## config.mk

```make
export PLATFORM = sky130hd
export DESIGN_NAME = pattern_gen
export DESIGN_NICKNAME = d
export VERILOG_FILES = /design/src/rtl/pattern_gen_pkg.sv /design/src/rtl/pattern_gen_presc.sv /design/src/rtl/pattern_gen.sv
export SDC_FILE = /design/constraint.sdc
export NUM_CORES = 1
export LEC_CHECK = 0
export ABC_AREA = 1
export CAP_MARGIN = 0
export CORE_ASPECT_RATIO = 0.8
export CORE_MARGIN = 2
export CORE_UTILIZATION = 53
export CTS_CLUSTER_DIAMETER = 40
export CTS_CLUSTER_SIZE = 20
export DETAILED_ROUTE_END_ITERATION = 10
export PLACE_DENSITY = 0.77
export SLEW_MARGIN = 10
export SYNTH_ARGS = -nofsm -noshare
export SYNTH_HDL_FRONTEND = slang
export SYNTH_HIERARCHICAL = 1
export SYNTH_SLANG_ARGS = --single-unit
```

## constraint.sdc

```tcl
create_clock -name ref_clk -period 2.6 [get_ports ref_clk]
set_input_delay 0.26 -clock ref_clk [delete_from_list [all_inputs] [get_ports ref_clk]]
set_output_delay 0.26 -clock ref_clk [all_outputs]
set_load 0.005 [all_outputs]
```

## src/rtl/pattern_gen_pkg.sv

```systemverilog
// Shared types, seed constants and next-value function for the pattern generator.
package pattern_gen_pkg;

  // Widest pattern the helper functions handle; WIDTH must not exceed this.
  localparam int PG_MAX_W = 64;

  typedef enum logic [1:0] {
    COUNT_UP   = 2'd0,
    COUNT_DOWN = 2'd1,
    WALK_ONE   = 2'd2,
    LFSR       = 2'd3
  } mode_t;

  typedef enum logic [1:0] {
    IDLE  = 2'd0,
    GAP   = 2'd1,
    VALID = 2'd2
  } state_t;

  // Seeds are full-width; callers truncate to their own WIDTH (DOWN stays all-ones).
  localparam logic [PG_MAX_W-1:0] SEED_UP   = '0;
  localparam logic [PG_MAX_W-1:0] SEED_DOWN = '1;
  localparam logic [PG_MAX_W-1:0] SEED_WALK = 64'd1;
  localparam logic [PG_MAX_W-1:0] SEED_LFSR = 64'd1;

  function automatic logic [PG_MAX_W-1:0] seed_of(mode_t m);
    logic [PG_MAX_W-1:0] s;
    case (m)
      COUNT_UP:   s = SEED_UP;
      COUNT_DOWN: s = SEED_DOWN;
      WALK_ONE:   s = SEED_WALK;
      default:    s = SEED_LFSR;
    endcase
    return s;
  endfunction

  // Next pattern value for a width-bit generator; result is masked to width bits.
  function automatic logic [PG_MAX_W-1:0] next_pattern(mode_t mode,
                                                        logic [PG_MAX_W-1:0] value,
                                                        int unsigned width,
                                                        logic [PG_MAX_W-1:0] taps);
    logic [PG_MAX_W-1:0] mask;
    logic [PG_MAX_W-1:0] r;
    mask = (width >= PG_MAX_W) ? '1 : ((64'd1 << width) - 64'd1);
    case (mode)
      COUNT_UP:   r = value + 64'd1;
      COUNT_DOWN: r = value - 64'd1;
      WALK_ONE:   r = (value << 1) | (value >> (width - 1));
      default:    r = (value >> 1) ^ (value[0] ? taps : '0);
    endcase
    return r & mask;
  endfunction

endpackage

```

## src/rtl/pattern_gen_presc.sv

```systemverilog
// Loadable down-counter that paces the idle gap between beats; tick flags zero.
module pattern_gen_presc #(
  parameter int DIV_W = 16
) (
  input  logic             ref_clk,
  input  logic             rst_n,
  input  logic             load,
  input  logic             dec,
  input  logic [DIV_W-1:0] load_val,
  output logic             tick
);

  logic [DIV_W-1:0] cnt_d, cnt_q;

  // Load has priority; otherwise count down and park at zero.
  always_comb begin
    cnt_d = cnt_q;
    if (load)                   cnt_d = load_val;
    else if (dec && cnt_q != '0) cnt_d = cnt_q - DIV_W'(1);
  end

  // Counter register.
  always_ff @(posedge ref_clk or negedge rst_n) begin
    if (!rst_n) cnt_q <= '0;
    else        cnt_q <= cnt_d;
  end

  assign tick = (cnt_q == '0);

endmodule

```

## src/rtl/pattern_gen.sv

```systemverilog
// Burst pattern generator: paced beats of count/walk/LFSR data over valid/ready.
module pattern_gen
  import pattern_gen_pkg::*;
#(
  parameter int               WIDTH     = 8,
  parameter int               DIV_W     = 16,
  parameter int               LEN_W     = 16,
  parameter logic [WIDTH-1:0] LFSR_TAPS = 8'hB8
) (
  input  logic             ref_clk,
  input  logic             rst_n,
  input  logic             start,
  input  logic             stop,
  input  logic [1:0]       mode,
  input  logic [DIV_W-1:0] div,
  input  logic [LEN_W-1:0] burst_len,
  output logic [WIDTH-1:0] out,
  output logic             out_valid,
  input  logic             out_ready,
  output logic             busy,
  output logic             done
);

  state_t           state_d, state_q;
  mode_t            mode_d, mode_q;
  logic [DIV_W-1:0] div_d, div_q;
  logic [LEN_W-1:0] len_d, len_q;
  logic [LEN_W-1:0] cnt_d, cnt_q, cnt_inc;
  logic [WIDTH-1:0] out_d, out_q, out_nxt, out_seed;
  logic             out_valid_d, out_valid_q;
  logic             busy_d, busy_q;
  logic             done_d, done_q;
  logic             presc_load, presc_tick;
  logic [DIV_W-1:0] presc_val;
  logic             hs, last;

  assign hs       = (state_q == VALID) && out_ready;
  assign cnt_inc  = cnt_q + LEN_W'(1);
  assign last     = (len_q != '0) && (cnt_inc == len_q);
  assign out_nxt  = WIDTH'(next_pattern(mode_q, PG_MAX_W'(out_q), WIDTH, PG_MAX_W'(LFSR_TAPS)));
  assign out_seed = WIDTH'(seed_of(mode_t'(mode)));

  pattern_gen_presc #(.DIV_W(DIV_W)) u_presc (
    .ref_clk  (ref_clk),
    .rst_n    (rst_n),
    .load     (presc_load),
    .dec      (state_q == GAP),
    .load_val (presc_val),
    .tick     (presc_tick)
  );

  // Burst sequencing: latch config on start, pace via prescaler, advance on handshake.
  // A burst-ending handshake leaves out on the delivered beat so IDLE shows it.
  // Between beats the prescaler is reloaded with div-1 so exactly div idle
  // cycles separate them; the first beat additionally waits the start cycle.
  always_comb begin
    state_d    = state_q;
    mode_d     = mode_q;
    div_d      = div_q;
    len_d      = len_q;
    cnt_d      = cnt_q;
    out_d      = out_q;
    done_d     = 1'b0;
    presc_load = 1'b0;
    presc_val  = div_q;
    case (state_q)
      IDLE: begin
        if (start && !stop) begin
          mode_d     = mode_t'(mode);
          div_d      = div;
          len_d      = burst_len;
          cnt_d      = '0;
          out_d      = out_seed;
          presc_load = 1'b1;
          presc_val  = div;
          state_d    = GAP;
        end
      end
      GAP: begin
        if (stop)            state_d = IDLE;
        else if (presc_tick) state_d = VALID;
      end
      VALID: begin
        if (hs) begin
          cnt_d = cnt_inc;
          if (stop) begin
            state_d = IDLE;
          end else if (last) begin
            state_d = IDLE;
            done_d  = 1'b1;
          end else begin
            out_d = out_nxt;
            if (div_q != '0) begin
              presc_load = 1'b1;
              presc_val  = div_q - DIV_W'(1);
              state_d    = GAP;
            end
          end
        end else if (stop) begin
          state_d = IDLE;
        end
      end
      default: state_d = IDLE;
    endcase
    out_valid_d = (state_d == VALID);
    busy_d      = (state_d != IDLE);
  end

  // State, latched configuration and registered outputs.
  always_ff @(posedge ref_clk or negedge rst_n) begin
    if (!rst_n) begin
      state_q     <= IDLE;
      mode_q      <= COUNT_UP;
      div_q       <= '0;
      len_q       <= '0;
      cnt_q       <= '0;
      out_q       <= '0;
      out_valid_q <= 1'b0;
      busy_q      <= 1'b0;
      done_q      <= 1'b0;
    end else begin
      state_q     <= state_d;
      mode_q      <= mode_d;
      div_q       <= div_d;
      len_q       <= len_d;
      cnt_q       <= cnt_d;
      out_q       <= out_d;
      out_valid_q <= out_valid_d;
      busy_q      <= busy_d;
      done_q      <= done_d;
    end
  end

  assign out       = out_q;
  assign out_valid = out_valid_q;
  assign busy      = busy_q;
  assign done      = done_q;

endmodule
```

## Yosys cells after proc, flatten, opt, wreduce, memory -nomap -nowiden

Cells that the tools add are included.
W data, S select, Z words.

| word-level totals | value |
|---|---|
| flip-flop bits (word level) | 79 |
| latch bits | 0 |
| RAM bits | 0 |
| bits in read-only memories | 0 |
| input bits | 39 |
| memories | 0 |

| operators by class | value |
|---|---|
| add/sub/neg operators | 5 |
| multipliers | 0 |
| divide/modulo/power cells | 0 |
| $lt $le $gt $ge | 0 |
| equal/unequal tests | 11 |
| shift-type cells | 0 |
| muxes and demuxes | 38 |
| bitwise operators | 2 |
| reduce and logical (&&, ||, !) cells | 18 |

Operators with widths:

| kind | count |
|---|---|
| $mux W16 | 9 |
| $pmux W16 S2 | 2 |
| $reduce_bool A16 Y1 | 3 |
| $mux W8 | 5 |
| $pmux W8 S2 | 2 |
| $sub A16 B1 Y16 const B | 2 |
| $pmux W8 S3 | 1 |
| $add A16 B1 Y16 const B | 1 |
| $eq A16 B16 Y1 | 1 |
| $logic_not A16 Y1 | 1 |
| $mux W2 | 8 |
| $mux W1 | 9 |
| $add A8 B1 Y8 const B | 1 |
| $ne A2 B2 Y1 const B | 4 |
| $or A8 B1 Y8 | 1 |
| $sub A8 B1 Y8 const B | 1 |
| $xor A7 B8 Y8 | 1 |
| $eq A2 B1 Y1 const B | 3 |
| $eq A2 B2 Y1 const B | 3 |
| $logic_not A2 Y1 | 3 |
| $pmux W2 S3 | 1 |
| $reduce_bool A2 Y1 | 3 |
| $reduce_and A5 Y1 | 1 |
| $logic_and A1 B1 Y1 | 4 |
| 4 further kinds | 4 |

## Longest topological paths before layout

Gate-level depths: netlist (run 1).

| depth | value |
|---|---|
| depth in word-level cells | 8 |
| mapped depth | 22 |
| gate-level depth less buffers | 22 |

## Hierarchy

The synthesis (run 1) kept the hierarchy.

Modules (own cells, without submodules):

| module | times used | cells each | area an instance (um2) |
|---|---|---|---|
| pattern_gen | 1 | 635 | 4364.2 |
| pattern_gen_presc | 1 | 181 | 1337.5 |

## Least setup slack after synthesis (run 1)

OpenSTA, ideal clock, no wires.

| timing | value |
|---|---|
| path type | register to register |
| start point | register, netlist name cnt_q[0] |
| end point | register u_presc.cnt_q[14] |
| arrival time | 2.503 ns |
| required time | 2.481 ns |
| path slack | -0.022 ns |
| stages on the path, launching flop included | 19 |
| buffers on the path | 2 |
| cell sequence | dfrtp_1 -> ha_1 -> or2_2 -> nand3_1 -> nand3_1 -> nor2_1 -> nand3_1 -> nor2_2 -> nand3_4 -> nand2_4 -> nor2_4 -> clkinv_2 -> nand2_1 -> buf_2 -> inv_1 -> buf_2 -> nand2_4 -> nand3_1 -> nand2_1 |

RTL lines:

| item | RTL line | RTL |
|---|---|---|
| to (signal assigned) | pattern_gen_presc.sv:25 | `else cnt_q <= cnt_d;` |
| to (decl) | pattern_gen_presc.sv:13 | `logic [DIV_W-1:0] cnt_d, cnt_q;` |

==> impl_results.html, run 1 <==
<table>
<tr><th>Metric</th><th>Value</th></tr>
<tr><th colspan="2">Status</th></tr>
<tr><td>Outcome</td><td>finished, violations left</td></tr>
<tr><td>Failing checks</td><td>negative setup slack</td></tr>
<tr><th colspan="2">Worst setup path</th></tr>
<tr><td>Max incr delay on CP</td><td>420 ps</td></tr>
<tr><td>Data arrival time of the worst path</td><td>2860 ps</td></tr>
<tr><td>Category of the most critical setup path</td><td>reg2reg</td></tr>
<tr><td>Cell repeated most along the worst path</td><td>nand2_1</td></tr>
<tr><td>Cells along the critical path</td><td>buf_6, nand2_4, nor2_4, buf_6, nand4_1, nand2_1, nand2_1, nand2_1, nand2_2, nor2_4, nand3_4, nand2_4, nor2_4, clkinv_4, nand2_8, buf_12, buf_4, nand2_1, nand2_1, inv_1, nand2_1</td></tr>
<tr><td>Crit start category</td><td>flip-flop</td></tr>
<tr><td>Crit. End Element</td><td>flip-flop</td></tr>
<tr><td>Data required time of the worst path</td><td>2830 ps</td></tr>
<tr><td>Maximum fanout count along the critical path</td><td>8</td></tr>
<tr><td>Cell with the largest stage delay on the worst path</td><td>dfrtp_1</td></tr>
<tr><th colspan="2">Place</th></tr>
<tr><td>Final Wtd Congestion</td><td>1.00</td></tr>
<tr><td>Cell count after placement</td><td>1,005</td></tr>
<tr><td>Placed wire-length estimate</td><td>11,500 µm</td></tr>
<tr><td>Number of buffer cells added on primary ports</td><td>49</td></tr>
<tr><th colspan="2">Global routing</th></tr>
<tr><td>Remaining Overflow, GRT</td><td>0</td></tr>
<tr><td>Via count of the first global-routing pass</td><td>5,430</td></tr>
<tr><td>Overall fraction of global-route tracks in use</td><td>0.280</td></tr>
<tr><td>First-pass GRT wire length</td><td>26,400 µm</td></tr>
<tr><td>Antenna violations before repair</td><td>0</td></tr>
<tr><td>Largest net degree at the start of global routing</td><td>80</td></tr>
<tr><th colspan="2">Clocking</th></tr>
<tr><td>Clock tree from TritonCTS</td><td>built</td></tr>
<tr><td>Bufs on Longest Clock Path</td><td>2</td></tr>
<tr><td>Root buffer cell</td><td>clkbuf_16</td></tr>
<tr><td>Number of clock sinks</td><td>79</td></tr>
<tr><td>Hold-fix buffers at CTS</td><td>0</td></tr>
<tr><td>Clock latency reported for the late side of the worst-skew pair</td><td>340 ps</td></tr>
<tr><td>CTS Buf Count</td><td>9</td></tr>
<tr><td>Clock transition at the registers of the reported paths</td><td>60 ps</td></tr>
<tr><td>H-Tree Depth</td><td>3</td></tr>
<tr><th colspan="2">Power and ir drop</th></tr>
<tr><td>Psw</td><td>2.13 mW</td></tr>
<tr><td>Total leakage power</td><td>3.26 nW</td></tr>
<tr><td>Fraction of power consumed by combinational cells</td><td>0.404</td></tr>
<tr><td>Internal cell power</td><td>3.01 mW</td></tr>
<tr><td>Peak supply drop</td><td>0.000444 V</td></tr>
<tr><td>Clock network power share</td><td>0.236</td></tr>
<tr><td>Fraction of power consumed by sequential logic</td><td>0.360</td></tr>
<tr><td>Total design power</td><td>5.14 mW</td></tr>
<tr><td>Pwr/cell area</td><td>713 nW/µm²</td></tr>
<tr><td>Sw frac</td><td>0.414</td></tr>
<tr><th colspan="2">Logic synthesis</th></tr>
<tr><td>Async set-reset flop share out of synthesis</td><td>1.00</td></tr>
<tr><td>Synthesis Warnings</td><td>6</td></tr>
<tr><td>Mapped Nets</td><td>865</td></tr>
<tr><td>Area share of the leading cell type in the synthesized netlist</td><td>0.347</td></tr>
<tr><td>Mux cell area share after synthesis</td><td>0</td></tr>
<tr><td>Count of state elements after synthesis</td><td>79</td></tr>
<tr><td>Biggest area consumer among synthesized cells</td><td>dfrtp_1</td></tr>
<tr><td>Synth Area in Compound Gates</td><td>0.148</td></tr>
<tr><td>Simple-gate share of the synthesized area</td><td>0.385</td></tr>
<tr><td>Synth cell types</td><td>47</td></tr>
<tr><td>Main combinational cell family by area after synthesis</td><td>simple AND/OR/NAND/NOR gates</td></tr>
<tr><td>Number of enable flip-flop cells after synthesis</td><td>0</td></tr>
<tr><td>Adder-cell area share of the yosys netlist</td><td>0.0233</td></tr>
<tr><td>Main flop type after synthesis</td><td>dfrtp_1</td></tr>
<tr><td>Portion of the post-synthesis area used by sequential elements</td><td>0.347</td></tr>
<tr><td>Syn Inst Count</td><td>816</td></tr>
<tr><td>Average footprint of a synthesized cell</td><td>6.99 µm²</td></tr>
<tr><td>Synthesized area</td><td>5700 µm²</td></tr>
<tr><td>Share of the synthesized netlist area taken by xor and xnor gates</td><td>0.0206</td></tr>
<tr><td>Most area-consuming cells after synthesis</td><td>dfrtp_1 35%, nand2_1 15%, nand3_1 6.9%</td></tr>
<tr><th colspan="2">Floorplanning</th></tr>
<tr><td>I/O pins</td><td>50</td></tr>
<tr><td>Number of rows in the core area</td><td>33</td></tr>
<tr><td>Vertical die dimension</td><td>96.8 µm</td></tr>
<tr><td>Core Footprint</td><td>10,400 µm²</td></tr>
<tr><td>Die X</td><td>120 µm</td></tr>
<tr><td>Starting Density</td><td>0.550</td></tr>
<tr><td>Area of the die</td><td>11,600 µm²</td></tr>
<tr><th colspan="2">Run</th></tr>
<tr><td>Count of maximum capacitance violations</td><td>0</td></tr>
<tr><th colspan="2">Cells and area</th></tr>
<tr><td>Net count of the finished layout</td><td>944</td></tr>
<tr><td>Post-route insts no fill</td><td>1,040</td></tr>
<tr><td>Antenna cells</td><td>0</td></tr>
<tr><td>Area Growth Syn to Fin</td><td>26.5%</td></tr>
<tr><td>Share of final-layout standard cells stronger than drive strength 1</td><td>0.178</td></tr>
<tr><th colspan="2">Route</th></tr>
<tr><td>Sum of routed wire length over all layers</td><td>16,400 µm</td></tr>
<tr><td>Met3 Routed Length</td><td>980 µm</td></tr>
<tr><td>Top routing layer used</td><td>met4</td></tr>
<tr><td>Remaining antenna violation count after routing</td><td>0</td></tr>
<tr><td>Routed wire length on met2</td><td>7480 µm</td></tr>
<tr><td>Routed length per instance</td><td>15.8 µm</td></tr>
<tr><td>Vias after detailed routing</td><td>5,952</td></tr>
<tr><td>DR pass1 iterations</td><td>5</td></tr>
<tr><td>M1 WL</td><td>7730 µm</td></tr>
<tr><td># DRC</td><td>0</td></tr>
<tr><td>Post-detailed-route via-to-cell ratio</td><td>5.72</td></tr>
<tr><td>Initial DRC count</td><td>513</td></tr>
<tr><th colspan="2">Timing</th></tr>
<tr><td>Skew final</td><td>4.40 ps</td></tr>
<tr><td>Final-report setup violation count</td><td>6</td></tr>
<tr><td>Number of endpoints with negative hold slack in the final report</td><td>0</td></tr>
<tr><td>Setup repair after global routing missed its margin</td><td>yes</td></tr>
<tr><td>Fmax</td><td>381 MHz</td></tr>
<tr><td>Final clock period utilization by the worst path</td><td>1.01</td></tr>
<tr><td>Pin slew with the least headroom to its limit</td><td>1020 ps</td></tr>
<tr><td>Final worst setup slack</td><td>-25.7 ps</td></tr>
<tr><td>Hold slack</td><td>101 ps</td></tr>
<tr><td>Final Max Slew Viols</td><td>0</td></tr>
<tr><td>Post-layout min period</td><td>2630 ps</td></tr>
<tr><td>Max_slew headroom</td><td>0.320</td></tr>
<tr><th colspan="2">Hold path</th></tr>
<tr><td>Hold WC Path Type</td><td>in2async</td></tr>
</table>
-- through the flow --
step | util | setup slack, ps | cell area [µm²] | TNS (ps)
floorplan | - | 12.7 | 5710 | 0
detailed placement | 0.621 | -67.0 | 6430 | -811
global placement | 0.621 | 3.88 | 6430 | 0
finish | 0.696 | -25.7 | 7210 | -120
CTS | 0.657 | -6.88 | 6810 | -10.3
global route | 0.696 | -210 | 7210 | -2390
-- final cells by class --
type                       instances  area [µm²]
tap                              140         175
fill                             850        3150
timing repair buffer              84         866
multi-input combinational        629        3550
clock inverter                     3        17.5
inverter                          92         360
clock buffer                      13         260
sequential                        79        1980
-- layer usage --
layer  track usage  vias to the layer above
met1         0.414                     2821
met5             0                        -
li1              -                     2863
met3        0.0389                       26
met2         0.428                      242
met4        0.0769                        0
-- Yosys cell counts, types with 2 or more instances --
cell type / n
or2_2: 4
nand4_1: 17
nor2_1: 64
nor2_4: 8
clkbuf_1: 11
o211ai_1: 3
nand3_2: 18
o221ai_1: 4
ha_1: 9
nand2_1: 227
o21ai_1: 5
o21ai_0: 70
nand2_4: 4
o21a_1: 2
buf_2: 3
nand3b_1: 2
clkinv_1: 2
xor2_1: 7
xnor2_1: 2
o311ai_0: 2
a22oi_1: 5
inv_1: 88
nor2_2: 15
nor3_1: 9
a21oi_1: 36
nand2_2: 7
o22ai_1: 8
nand3_1: 79
o21bai_1: 9
dfrtp_1: 79
-- repair_timing --
action / 4_1_cts / 5_1_grt
setup buffers: 4 / 12
resized for setup: 8 / 76
gates cloned: 2 / 2
hold endpoints to repair: 0 / 0
setup endpoints to repair: 16 / 24
pin swaps: 7 / 36
-- cells in the final DEF (no fill, tap or decap), types with 3 or more instances in the layout --
cell / netlist / final
a22oi_1: 5 / 5
a21oi_1: 36 / 34
nand2_2: 7 / 22
o21bai_1: 9 / 9
o221ai_1: 4 / 4
nor2_4: 8 / 16
nand2_4: 4 / 5
clkdlybuf4s50_1: 0 / 48
nor2_1: 64 / 56
nand3_1: 79 / 66
buf_4: 0 / 22
nor3_1: 9 / 9
clkbuf_16: 0 / 11
nand2_1: 227 / 209
inv_1: 88 / 87
nand2_8: 1 / 3
buf_6: 0 / 8
o21ai_0: 70 / 67
o211ai_1: 3 / 3
dfrtp_1: 79 / 78
nor2_2: 15 / 16
buf_12: 1 / 4
nand3_2: 18 / 29
xor2_1: 7 / 7
o22ai_1: 8 / 8
ha_1: 9 / 8
nand3_4: 1 / 3
nand4_1: 17 / 17
o21ai_1: 5 / 6
-- worst max-delay path: cells and delay by family, from the launching register on --
family                 cells  cell delay (ps)
buffers and inverters      6              710
flip-flops                 1              420
AND/OR/NAND/NOR           15             1360
-- sequential cells by signal, indices dropped and copies added (netlist names) --
signal         cells
busy               1
out_valid          1
len_q             16
done               1
mode_q             2
state_q            2
out                8
cnt_q             16
u_presc/cnt_q     16
div_q             16
-- power groups by stage --
stage | clock, mW | sequential [mW] | combinational, mW
detailed placement | 0 | 1.85 | 1.93
CTS | 1.23 | 1.84 | 1.96
global route | 1.28 | 1.89 | 2.33
global placement | 0 | 1.84 | 1.88
finish | 1.21 | 1.85 | 2.08
floorplan | 0 | 1.77 | 1.44
-- logic make-up (layout without fill, tap and decap cells) --
group / count (synthesis) / after routing
AND/OR/NAND/NOR: 459 / 460
AO/OA/AOI/OAI: 148 / 148
buffers and inverters: 109 / 192
flip-flops: 79 / 79
XOR/XNOR: 11 / 11
adder cells (fa/ha/maj): 10 / 10
-- worst paths after layout --
check	startpoint	to	slack (ps)	cells past startpoint
max reg2reg	cnt_q[0]	u_presc/cnt_q[15]	-30	21
max	cnt_q[0]	u_presc/cnt_q[15]	-30	21
min	rst_n	len_q[5]	100	1
min in group ref_clk	burst_len[1]	len_q[1]	450	3
min reg2reg	len_q[1]	len_q[1]	530	2
max in group asynchronous	rst_n	cnt_q[2]	1780	1
Power figures use the tool's default switching activity.
==> run 2: changes to the inputs <==
Settings changed: CORE_UTILIZATION 53 to 59, PLACE_DENSITY 0.77 to 0.81.
Clock period 2.6 ns to 2.5 ns, I/O delays scaled along.
==> run 2 against run 1 <==
  * The flow still finishes with violations (negative setup slack)
  * Global-route usage grew 6.2 points
  * Wire length grew 7.9%
  * Total power grew 11%
  * Via count grew 3.7%
  * Fmax grew 0.12%
  * Count of clock-buffer cells in the layout shrank 3
  * Critical path depth shrank 1
  * Flip-flop and latch count is the same
  * Sequential power grew 5%
  * Highest routed layer unchanged
==> impl_results.html, run 2 (synthesis results as in run 1) <==
<table>
<tr><th>Metric</th><th>Value</th></tr>
<tr><th colspan="2">Status</th></tr>
<tr><td>Outcome</td><td>finished, violations left</td></tr>
<tr><td>Failing checks</td><td>negative setup slack</td></tr>
<tr><th colspan="2">Cells and area</th></tr>
<tr><td>Fill count</td><td>694</td></tr>
<tr><td>Util after Layout</td><td>0.777</td></tr>
<tr><td>Combined area of the multi-input logic cells</td><td>3560 µm²</td></tr>
<tr><td>Top library cells by usage in the layout, fill and taps aside</td><td>218 x nand2_1, 85 x inv_1, 76 x dfrtp_1, 65 x o21ai_0, 64 x nand3_1</td></tr>
<tr><td>Combined flip-flop and latch cell area</td><td>1980 µm²</td></tr>
<tr><td>Area Growth Syn to Fin</td><td>29.9%</td></tr>
<tr><td>Net count of the finished layout</td><td>965</td></tr>
<tr><td>Antenna cells</td><td>0</td></tr>
<tr><td>Most common cell after layout, fill and taps aside</td><td>nand2_1</td></tr>
<tr><td>Share of final-layout standard cells stronger than drive strength 1</td><td>0.197</td></tr>
<tr><th colspan="2">Route</th></tr>
<tr><td>Vias after detailed routing</td><td>6,173</td></tr>
<tr><td>Initial DRC count</td><td>540</td></tr>
<tr><td>Sum of routed wire length over all layers</td><td>17,700 µm</td></tr>
<tr><td>Remaining antenna violation count after routing</td><td>0</td></tr>
<tr><td>DR pass1 iterations</td><td>6</td></tr>
<tr><td># DRC</td><td>0</td></tr>
<tr><td>Routed length per instance</td><td>17.0 µm</td></tr>
<tr><td>Post-detailed-route via-to-cell ratio</td><td>5.94</td></tr>
<tr><th colspan="2">Worst setup path</th></tr>
<tr><td>Data required time of the worst path</td><td>2740 ps</td></tr>
<tr><td>Worst R2R Setup Slack</td><td>-120 ps</td></tr>
<tr><td>Crit start category</td><td>flip-flop</td></tr>
<tr><td>Data arrival time of the worst path</td><td>2860 ps</td></tr>
<tr><td>Category of the most critical setup path</td><td>reg2reg</td></tr>
<tr><td>Max incr delay on CP</td><td>410 ps</td></tr>
<tr><td>Cell with the largest stage delay on the worst path</td><td>dfrtp_2</td></tr>
<tr><td>Maximum fanout count along the critical path</td><td>6</td></tr>
<tr><td>Count of buffering cells on the critical path with inverters included</td><td>4</td></tr>
<tr><td>Cells along the critical path</td><td>buf_6, nand2_4, nor2_4, nand3_2, nor2_2, nand2_2, nand2_2, nand2_2, nand2_4, nor2_4, nand3_4, nand2_8, nor2_4, clkinv_4, nand2_8, clkinv_8, clkbuf_16, nand2_1, o21bai_1, nand2_1</td></tr>
<tr><td>Dominant delay contributor by cell family on the critical path</td><td>simple AND/OR/NAND/NOR gates</td></tr>
<tr><td>Crit. End Element</td><td>flip-flop</td></tr>
<tr><th colspan="2">Global routing</th></tr>
<tr><td>Remaining Overflow, GRT</td><td>0</td></tr>
<tr><td>Antenna violations before repair</td><td>0</td></tr>
<tr><td>Largest net degree at the start of global routing</td><td>46</td></tr>
<tr><td>Overall fraction of global-route tracks in use</td><td>0.341</td></tr>
<tr><td>Via count of the first global-routing pass</td><td>5,878</td></tr>
<tr><td>First-pass GRT wire length</td><td>28,000 µm</td></tr>
<tr><th colspan="2">Timing</th></tr>
<tr><td>Final TNS setup</td><td>-1010 ps</td></tr>
<tr><td>Final-report setup violation count</td><td>14</td></tr>
<tr><td>Max_slew headroom</td><td>0.635</td></tr>
<tr><td>Fmax</td><td>381 MHz</td></tr>
<tr><td>Final Max Slew Viols</td><td>0</td></tr>
<tr><td>Final worst setup slack</td><td>-122 ps</td></tr>
<tr><td>Skew final</td><td>7.32 ps</td></tr>
<tr><td>Hold slack</td><td>405 ps</td></tr>
<tr><td>Setup repair after global routing missed its margin</td><td>yes</td></tr>
<tr><td>Number of endpoints with negative hold slack in the final report</td><td>0</td></tr>
<tr><td>Final clock period utilization by the worst path</td><td>1.05</td></tr>
<tr><td>Post-layout min period</td><td>2620 ps</td></tr>
<tr><td>Pin slew with the least headroom to its limit</td><td>545 ps</td></tr>
<tr><th colspan="2">Floorplanning</th></tr>
<tr><td>Starting Density</td><td>0.598</td></tr>
<tr><td>Vertical die dimension</td><td>91.9 µm</td></tr>
<tr><td>I/O pins</td><td>50</td></tr>
<tr><td>Core Footprint</td><td>9530 µm²</td></tr>
<tr><td>Number of rows in the core area</td><td>32</td></tr>
<tr><td>Area of the die</td><td>10,500 µm²</td></tr>
<tr><td>Die X</td><td>114 µm</td></tr>
<tr><th colspan="2">Power and ir drop</th></tr>
<tr><td>Total leakage power</td><td>3.38 nW</td></tr>
<tr><td>Clock network power share</td><td>0.260</td></tr>
<tr><td>Fraction of power consumed by sequential logic</td><td>0.340</td></tr>
<tr><td>Sw frac</td><td>0.412</td></tr>
<tr><td>Pwr/cell area</td><td>769 nW/µm²</td></tr>
<tr><td>Peak supply drop</td><td>0.000375 V</td></tr>
<tr><td>Internal cell power</td><td>3.35 mW</td></tr>
<tr><td>Psw</td><td>2.35 mW</td></tr>
<tr><td>Fraction of power consumed by combinational cells</td><td>0.400</td></tr>
<tr><th colspan="2">Place</th></tr>
<tr><td>Placed wire-length estimate</td><td>12,000 µm</td></tr>
<tr><td>Final Wtd Congestion</td><td>0.939</td></tr>
<tr><td>Number of buffer cells added on primary ports</td><td>49</td></tr>
<tr><th colspan="2">Clocking</th></tr>
<tr><td>Clock tree from TritonCTS</td><td>built</td></tr>
<tr><td>H-Tree Depth</td><td>3</td></tr>
<tr><td>Clock latency reported for the late side of the worst-skew pair</td><td>350 ps</td></tr>
<tr><td>Bufs on Longest Clock Path</td><td>2</td></tr>
<tr><td>Number of clock sinks</td><td>79</td></tr>
<tr><td>CTS Buf Count</td><td>9</td></tr>
<tr><td>Root buffer cell</td><td>clkbuf_16</td></tr>
<tr><td>Clock transition at the registers of the reported paths</td><td>70 ps</td></tr>
<tr><th colspan="2">Run</th></tr>
<tr><td>Count of maximum capacitance violations</td><td>0</td></tr>
<tr><th colspan="2">Hold path</th></tr>
<tr><td>Hold WC Path Type</td><td>in2async</td></tr>
</table>
==> run 2: metrics by stage <==
step,setup WS (ps),power (mW),cells,area (µm²)
floorplan,-27.9,3.35,816,5730
detailed placement,-78.9,3.99,999,6560
global placement,14.0,3.90,999,6560
CTS,-24.2,5.53,1036,7180
global route,-263,6.03,1040,7410
finish,-122,5.70,1040,7410
==> run 2: worst paths after layout <==
| path | start | endpoint | cells after the start |
|---|---|---|---|
| max | cnt_q[0] | u_presc/cnt_q[14] | 20 |
| min | rst_n | cnt_q[5] | 2 |
| max reg2reg | cnt_q[0] | u_presc/cnt_q[14] | 20 |
| min reg2reg | len_q[1] | len_q[1] | 2 |
| max in group asynchronous | rst_n | div_q[3] | 3 |
| min in group ref_clk | burst_len[0] | len_q[0] | 3 |
==> run 2: what timing repair did <==
item,CTS,global route
hold buffers,1,0
buffers inserted,19,3
pin swaps,23,37
setup endpoints to repair,16,26
cloned,2,1
resized for setup,29,50
hold endpoints to repair,34,0
==> run 2: power groups by stage <==
stage	registers (mW)	logic [mW]	clock network, mW
after global placement	1.91	1.99	0
after CTS	1.90	2.13	1.50
after floorplan	1.84	1.51	0
after detailed placement	1.92	2.06	0
final	1.94	2.28	1.48
after global routing	1.97	2.53	1.53
==> run 2: per-layer routing <==
| metal | wire length, µm | share of wire | track usage | vias to the layer above |
|---|---|---|---|---|
| li1 | - | - | - | 2916 |
| met1 | 7710 | 0.44 | 0.471 | 2915 |
| met2 | 8250 | 0.47 | 0.540 | 290 |
| met3 | 1320 | 0.074 | 0.0582 | 52 |
| met4 | 434 | 0.025 | 0.130 | 0 |
| met5 | 0 | 0 | 0 | - |
==> run 2: layout make-up <==
cell class	instances	share of cell area
flip-flops and latches	79	0.267
inverters	92	0.0490
well taps	119	0.0201
clock inverters	6	0.0123
repair buffers	105	0.138
multi-input cells	629	0.480
clock buffers	10	0.0323
==> run 3: changes to the inputs <==
Settings changed: SLEW_MARGIN 10 to unset.
==> results of run 3 <==
No change in the layout: final DEF, timing and power equal those of run 2.
